### src/rtl/otter_pipe_pkg.sv
// Shared types for the OTTER pipeline control blocks.
// The hazard controller's state encoding and the hard-wired zero register index.
package otter_pipe_pkg;

  typedef enum logic [0:0] {RUN, MEM_WAIT} hz_state_t;

  localparam logic [4:0] REG_ZERO = 5'd0;

endpackage

### src/rtl/sat_counter.sv
// Up-counter that holds at MAX instead of wrapping.
// It has a synchronous clear, and rst takes priority over both clear and increment.
module sat_counter #(
  parameter int unsigned      WIDTH = 32,
  parameter logic [WIDTH-1:0] MAX   = '1
) (
  input  logic             clk,
  input  logic             rst,
  input  logic             inc,
  input  logic             clr,
  output logic [WIDTH-1:0] count
);

  logic [WIDTH-1:0] count_q, count_d;

  always_comb begin
    count_d = count_q;
    if (clr) begin
      count_d = '0;
    end else if (inc && (count_q != MAX)) begin
      count_d = count_q + WIDTH'(1);
    end
  end

  always_ff @(posedge clk) begin
    if (rst) begin
      count_q <= '0;
    end else begin
      count_q <= count_d;
    end
  end

  assign count = count_q;

endmodule

### src/rtl/hazard_ctrl.sv
// Hazard and stall controller for the OTTER 5-stage core.
// Handles load-use bubbles, taken-branch flushes and data-memory wait freezes with a watchdog.
module hazard_ctrl
  import otter_pipe_pkg::*;
#(
  parameter int unsigned MEM_TIMEOUT = 64,
  parameter int unsigned CNT_W       = 32
) (
  input  logic             clk,
  input  logic             rst,
  input  logic [4:0]       if_id_rs1,
  input  logic [4:0]       if_id_rs2,
  input  logic             if_id_uses_rs1,
  input  logic             if_id_uses_rs2,
  input  logic [4:0]       id_ex_rd,
  input  logic             id_ex_memRead,
  input  logic             ex_branch_taken,
  input  logic             ex_mem_memReq,
  input  logic             mem_ready,
  output logic             pc_write,
  output logic             if_id_write,
  output logic             if_id_flush,
  output logic             id_ex_write,
  output logic             id_ex_flush,
  output logic             ex_mem_write,
  output logic             mem_wb_write,
  output logic             mem_timeout_err,
  output logic [CNT_W-1:0] stall_cycles,
  output logic [CNT_W-1:0] flush_count
);

  localparam int unsigned         WAIT_W    = $clog2(MEM_TIMEOUT + 1);
  localparam logic [WAIT_W-1:0]   WAIT_MAX  = WAIT_W'(MEM_TIMEOUT);
  localparam logic [WAIT_W-1:0]   WAIT_LAST = WAIT_W'(MEM_TIMEOUT - 1);

  hz_state_t         state_q, state_d;
  logic              timeoutErr_q, timeoutErr_d;
  logic [WAIT_W-1:0] waitCnt;
  logic              loadUse;
  logic              memStall;
  logic              freeze;
  logic              waitClr;

  assign loadUse  = id_ex_memRead && (id_ex_rd != REG_ZERO) &&
                    ((if_id_uses_rs1 && (id_ex_rd == if_id_rs1)) ||
                     (if_id_uses_rs2 && (id_ex_rd == if_id_rs2)));
  assign memStall = ex_mem_memReq && !mem_ready;

  // While waiting, only mem_ready matters; the held branch/load-use is replayed on release.
  assign freeze  = (state_q == RUN) ? memStall : !mem_ready;
  assign waitClr = (state_q == MEM_WAIT) && mem_ready;

  always_ff @(posedge clk) begin
    if (rst) begin
      state_q      <= RUN;
      timeoutErr_q <= 1'b0;
    end else begin
      state_q      <= state_d;
      timeoutErr_q <= timeoutErr_d;
    end
  end

  always_comb begin
    state_d = state_q;
    case (state_q)
      RUN:      if (memStall)  state_d = MEM_WAIT;
      MEM_WAIT: if (mem_ready) state_d = RUN;
      default:                 state_d = RUN;
    endcase
  end

  always_comb begin
    pc_write     = 1'b1;
    if_id_write  = 1'b1;
    if_id_flush  = 1'b0;
    id_ex_write  = 1'b1;
    id_ex_flush  = 1'b0;
    ex_mem_write = 1'b1;
    mem_wb_write = 1'b1;
    if (!rst) begin
      if (freeze) begin
        pc_write     = 1'b0;
        if_id_write  = 1'b0;
        id_ex_write  = 1'b0;
        ex_mem_write = 1'b0;
        mem_wb_write = 1'b0;
      end else if (ex_branch_taken) begin
        if_id_flush = 1'b1;
        id_ex_flush = 1'b1;
      end else if (loadUse) begin
        pc_write    = 1'b0;
        if_id_write = 1'b0;
        id_ex_flush = 1'b1;
      end
    end
  end

  // Set on the edge where the wait counter lands on MEM_TIMEOUT, then hold until reset.
  assign timeoutErr_d   = timeoutErr_q || (freeze && (waitCnt >= WAIT_LAST));
  assign mem_timeout_err = timeoutErr_q;

  sat_counter #(.WIDTH(WAIT_W), .MAX(WAIT_MAX)) u_wait_cnt (
    .clk   (clk),
    .rst   (rst),
    .inc   (freeze),
    .clr   (waitClr),
    .count (waitCnt)
  );

  sat_counter #(.WIDTH(CNT_W)) u_stall_cnt (
    .clk   (clk),
    .rst   (rst),
    .inc   (!pc_write),
    .clr   (1'b0),
    .count (stall_cycles)
  );

  sat_counter #(.WIDTH(CNT_W)) u_flush_cnt (
    .clk   (clk),
    .rst   (rst),
    .inc   (if_id_flush),
    .clr   (1'b0),
    .count (flush_count)
  );

endmodule
### config.mk
export PLATFORM = sky130hd
export DESIGN_NAME = hazard_ctrl
export DESIGN_NICKNAME = d
export VERILOG_FILES = /design/src/rtl/otter_pipe_pkg.sv /design/src/rtl/sat_counter.sv /design/src/rtl/hazard_ctrl.sv
export SDC_FILE = /design/constraint.sdc
export NUM_CORES = 1
export LEC_CHECK = 0
export ABC_CLOCK_PERIOD_IN_PS = 2590
export BUFFER_PORTS_ARGS = -buffer_cell sky130_fd_sc_hd__buf_2
export CORE_AREA = 2 2 88 90
export DETAILED_ROUTE_END_ITERATION = 16
export DIE_AREA = 0 0 90 92
export GPL_ROUTABILITY_DRIVEN = 0
export PLACE_DENSITY = 0.78
export SLEW_MARGIN = 40
export SYNTH_ARGS = -nofsm -noshare
export SYNTH_HDL_FRONTEND = slang
export SYNTH_SLANG_ARGS = --single-unit
### constraint.sdc
create_clock -name clk -period 2.59 [get_ports clk]
set_input_delay 0.259 -clock clk [delete_from_list [all_inputs] [get_ports clk]]
set_output_delay 0.259 -clock clk [all_outputs]
set_load 0.01 [all_outputs]
---- Yosys cells after proc, flatten, opt, wreduce, memory -nomap -nowiden ----
Index checks and enable logic that the tools add are counted.
operators by class
  reductions and logical operators ........ 16
  multiplexer cells ....................... 17
  equal/unequal tests ..................... 5
  add/sub/neg operators ................... 3
  magnitude comparators ................... 1
  bitwise operators ....................... 1
operators with widths
  kind                     count
  $add A32 B1 Y32 const B  2
  $ne A32 B32 Y1 const B   2
  $mux W1                  16
  $eq A5 B5 Y1             2
  $logic_and A1 B1 Y1      10
  $add A7 B1 Y7 const B    1
  $ge A7 B6 Y1 const B     1
  $ne A7 B7 Y1 const B     1
  $reduce_bool A5 Y1       1
  $logic_not A1 Y1         2
  $logic_or A1 B1 Y1       2
  $pmux W1 S2              1
  $reduce_or A2 Y1         1
  $not A1 Y1               1
word-level totals
  bits of input ports ..................... 23
  bits in registers ....................... 73
  output and inout bits ................... 72
  word-level logic and storage cells ...... 48

---- Logic depth before layout (Yosys ltp) ----
  word-level depth ........................ 10
  depth in mapped cells ................... 9
  gate-level depth less buffers ........... 7

---- Cells and area by module ----
From an unflattened synthesis, not the netlist that was laid out.
unflattened totals
  cells, all modules ...................... 473
  area, all modules ....................... 3873.7 µm²
by module, submodules not included
  module                         area each (µm²)  sequential area each (µm²)  cells each  instances
  sat_counter (u_flush_cnt ...)  1620.3           640.6                       198         2
  sat_counter (u_wait_cnt)       340.3            140.1                       40          1
  hazard_ctrl                    292.8            40.0                        37          1

---- Worst setup path before layout ----
No wires, ideal clock.
  kind .................................... flip-flop to flip-flop
  start point ............................. reg u_stall_cnt.count_q[4] (netlist: u_stall_cnt.count[4])
  end point ............................... reg u_stall_cnt.count_q[23] (netlist: u_stall_cnt.count[23])
  stages on the path, launching flop included .. 7
  arrival ................................. 2015 ps
  setup slack ............................. 504 ps
  required time ........................... 2520 ps
  cells stage by stage .................... dfxtp_1 > nand4_2 > or3_4 > or3_1 > buf_2 > or4_1 > a21oi_1
between the ends
  longest elaborated chain between the ends .. 2
  elaborated cells between the ends (all ways) .. 3
  those cells by class .................... add/sub: 1; eq/ne: 1; reduce/logical: 1
ends and longest elaborated chain
  what                                                     RTL line           source
  from (decl)                                              sat_counter.sv:14  logic [WIDTH-1:0] count_q, count_d;
  from (signal assigned)                                   sat_counter.sv:29  count_q <= count_d;
  branches (longest 2 deep; another with $add A32 B1 Y32)  --
Several ways; the timed one is not identified.
A chain may end at the register's enable or synchronous reset.

---- Final worst setup path ----
  start point ............................. reg u_stall_cnt.count_q[4] (netlist: u_stall_cnt.count[4])
  end point ............................... reg u_stall_cnt.count_q[31] (netlist: u_stall_cnt.count[31])
Same word-level chain as after synthesis.

==> flow_metrics.tcl <==
set metrics [dict create \
    pin_count 95 \
    cts_root_buf "clkbuf_8" \
    vias 3693 \
    multi_input_area_sq_um 2170 \
    die_x_um 90 \
    core-area_sq_um 7450 \
    cts_tree "built" \
    period_share 0.876 \
    tightest_slew_ns 0.662 \
    yosysTopAreaCell "dfxtp_1" \
    start_util 0.507 \
    critPathKind "flip-flop to flip-flop" \
    drt_pass1_iterations 4 \
    rsz0062_at_grt "false" \
    postCtsHoldBufs 0 \
    syn_nets 483 \
    clkTransAtPathRegs_ns 0.07 \
    setup.worst_path.end "u_stall_cnt.count[31]$_SDFFE_PP0P_" \
    post_cts_buffers 0 \
    synth_compound_gate_area_share 0.135 \
    async_reset_ff_frac 0 \
    synth_warnings 0 \
    regArea_sq_um 1460 \
    synth_xor_area_frac 0.0998 \
    min_period_ns 2.27 \
    dieArea_sq_um 8280 \
    fin_worst_skew_ns 0.0110 \
    synth.area.top_cells "dfxtp_1 39%, xnor2_1 7.0%, nor2_1 5.1%, a21oi_1 4.5%, nand4_1 4.0%" \
    rr_worst_depth 7 \
    crit_fanout 19 \
    synth_cell_types 48 \
    startpoint "u_stall_cnt.count[4]$_SDFFE_PP0P_" \
    reg2reg_to "u_stall_cnt.count[31]$_SDFFE_PP0P_" \
    synth_top_cell_area_share 0.387 \
    final_util 0.610 \
    cts_resized 0 \
    final_cell_mix "94 x buf_2, 73 x dfxtp_1, 51 x nor2_1" \
    setup_tns_ns 0 \
    setup_violations 0 \
    worst_ep_arrival_time_ns 2.53 \
    portBuffers 94 \
    peakVddDrop_mv 0.291 \
    areaGrowthSynthToFinish_pct 20.5 \
    finalWirelength_mm 8.90 \
    synth-seq-cells 73 \
    ant_nets 0 \
    first_global_vias 3349 \
    overflow 0 \
    yosysSeqAreaShare 0.387 \
    critPathLaunchType "flip-flop" \
    crit_required_ns 2.85 \
    drt_iter0_drc 144 \
    fin_nets 574 \
    antenna_cells 0 \
    reg2reg_slack_ns 0.32 \
    syn_inst 456 \
    viasPerCell 5.65 \
    drt-wirelength-per-cell_um 13.6 \
    maxCapViolCount 0 \
    syn-cell-area_sq_um 3770 \
    synth-adder-area-share 0.0133 \
    hp-class "primary input to flip-flop" \
    cts_buffers 9 \
    hold_viol 0 \
    clk_latency_ns 0.34 \
    fp.dieH_um 92 \
    htreeDepth 3 \
    maxSlewHeadroom 0.557 \
    row_count 32 \
    drc 0 \
    timing.rr.start "u_stall_cnt.count[4]$_SDFFE_PP0P_" \
    cp-end-kind "flip-flop" \
    grt_use_total 0.216 \
    cts.sinks 73 \
    maxSlewViolCount 0 \
    nFillCells 686 \
    layout_commonest_cell "buf_2" \
    ys.flop_type "dfxtp_1" \
    power_density_nw_per_um2 492 \
    leakage_nw 1.71 \
    synth_enable_flop_cells 0 \
    drive_gt1_frac 0.236 \
    antenna_found_initial 0 \
    hpwlAfterDp_mm 6.60 \
    synth-simple-area-share 0.317 \
    grt_pass1_wl_mm 15.0 \
    synth_top_family_by_area "simple AND/OR/NAND/NOR gates" \
    max_freq_mhz 441 \
    status "finished, final reports clean" \
    avgSynthCellArea_sq_um 8.27 \
    synth.area.mux_share 0.0113 \
    clock_path_buffers 2 \
    grt_max_degree 36 \
]
-- worst max-delay path: stages (launching register included) --
cell and delay (ns):
dfxtp_1 0.37, and4_2 0.25, and3_1 0.23, nand4_1 0.10, o211ai_2 0.30, buf_4 0.29, or4_1 0.50, a21oi_1 0.15
-- metrics by stage --
step / power [mW] / cells / setup WS [ns] / hold slack [ns] / cell area, sq um
after floorplan: 1.24 / 456 / 0.504 / 0.495 / 3770
after global placement: 1.28 / 638 / 0.264 / 0.454 / 4320
after detailed placement: 1.28 / 638 / 0.207 / 0.462 / 4320
after CTS: 2.26 / 654 / 0.292 / 0.308 / 4540
after global routing: 2.32 / 654 / 0.102 / 0.347 / 4540
final: 2.24 / 654 / 0.322 / 0.323 / 4540
-- flip-flops by register name, summed over array words and instances (netlist names) --
| signal | cells |
|---|---|
| mem_timeout_err | 1 |
| u_flush_cnt.count | 32 |
| u_wait_cnt.count | 7 |
| u_stall_cnt.count | 32 |
| state_q | 1 |
-- synthesized netlist by cell type (2+ instances only) --
| cell type | number |
|---|---|
| a21oi_1 | 34 |
| and2_1 | 2 |
| and3_1 | 10 |
| and4_1 | 9 |
| buf_2 | 4 |
| buf_4 | 5 |
| clkbuf_1 | 13 |
| dfxtp_1 | 73 |
| ha_1 | 4 |
| inv_1 | 8 |
| mux2_2 | 2 |
| mux2i_1 | 2 |
| nand2_1 | 28 |
| nand3_1 | 23 |
| nand4_1 | 24 |
| nor2_1 | 51 |
| nor2b_1 | 6 |
| nor3_1 | 13 |
| nor3b_1 | 2 |
| nor4_1 | 7 |
| nor4b_1 | 2 |
| o21ai_0 | 21 |
| o21ba_2 | 2 |
| o21bai_1 | 2 |
| o31ai_1 | 14 |
| or3_1 | 20 |
| or4_1 | 13 |
| xnor2_1 | 30 |
| xor2_1 | 13 |
-- worst min path at each step --
stage                                     startpoint                          endpoint  slack (ns)  depth (start not counted)
floorplan           u_wait_cnt.count[4]$_SDFFE_PP0P_  u_wait_cnt.count[4]$_SDFFE_PP0P_        0.50                          2
global placement          mem_timeout_err$_SDFF_PP0_        mem_timeout_err$_SDFF_PP0_        0.45                          2
detailed placement        mem_timeout_err$_SDFF_PP0_        mem_timeout_err$_SDFF_PP0_        0.46                          2
CTS                                              rst                state_q$_SDFF_PP0_        0.31                          3
global route                                     rst                state_q$_SDFF_PP0_        0.35                          3
finish                                           rst                state_q$_SDFF_PP0_        0.32                          3
-- layout make-up --
class / count / area share
Clock buffer: 11 / 0.0311
Clock inverter: 5 / 0.0173
Inverter: 8 / 0.00661
Multi-Input combinational cell: 353 / 0.479
Sequential cell: 73 / 0.322
Tap cell: 102 / 0.0281
Timing Repair Buffer: 102 / 0.117
-- cells by family after synthesis --
kind of cell	count (synthesis)
adders and majority gates	4
and+or+nand+nor	218
muxes	4
buffers and inverters	30
DFF	73
xor gates and xnor gates	43
AOI/OAI and AO/OA	84
-- layer usage --
layer / global-route usage / wire length [um] / part of all wire / vias up
met4: 0.0846 / 69 / 0.0078 / 0
met3: 0.0419 / 511 / 0.057 / 6
met1: 0.252 / 3870 / 0.43 / 1736
li1: - / - / - / 1850
met2: 0.389 / 4450 / 0.50 / 101
met5: 0 / 0 / 0 / -
-- where the power goes --
part	total (mW)	switching (mW)	internal [mW]
sequential	1.13	0.00765	1.13
combinational	0.120	0.0702	0.0499
clock	0.981	0.413	0.568
total	2.24	0.491	1.74
(Power assumes the default switching activity.)
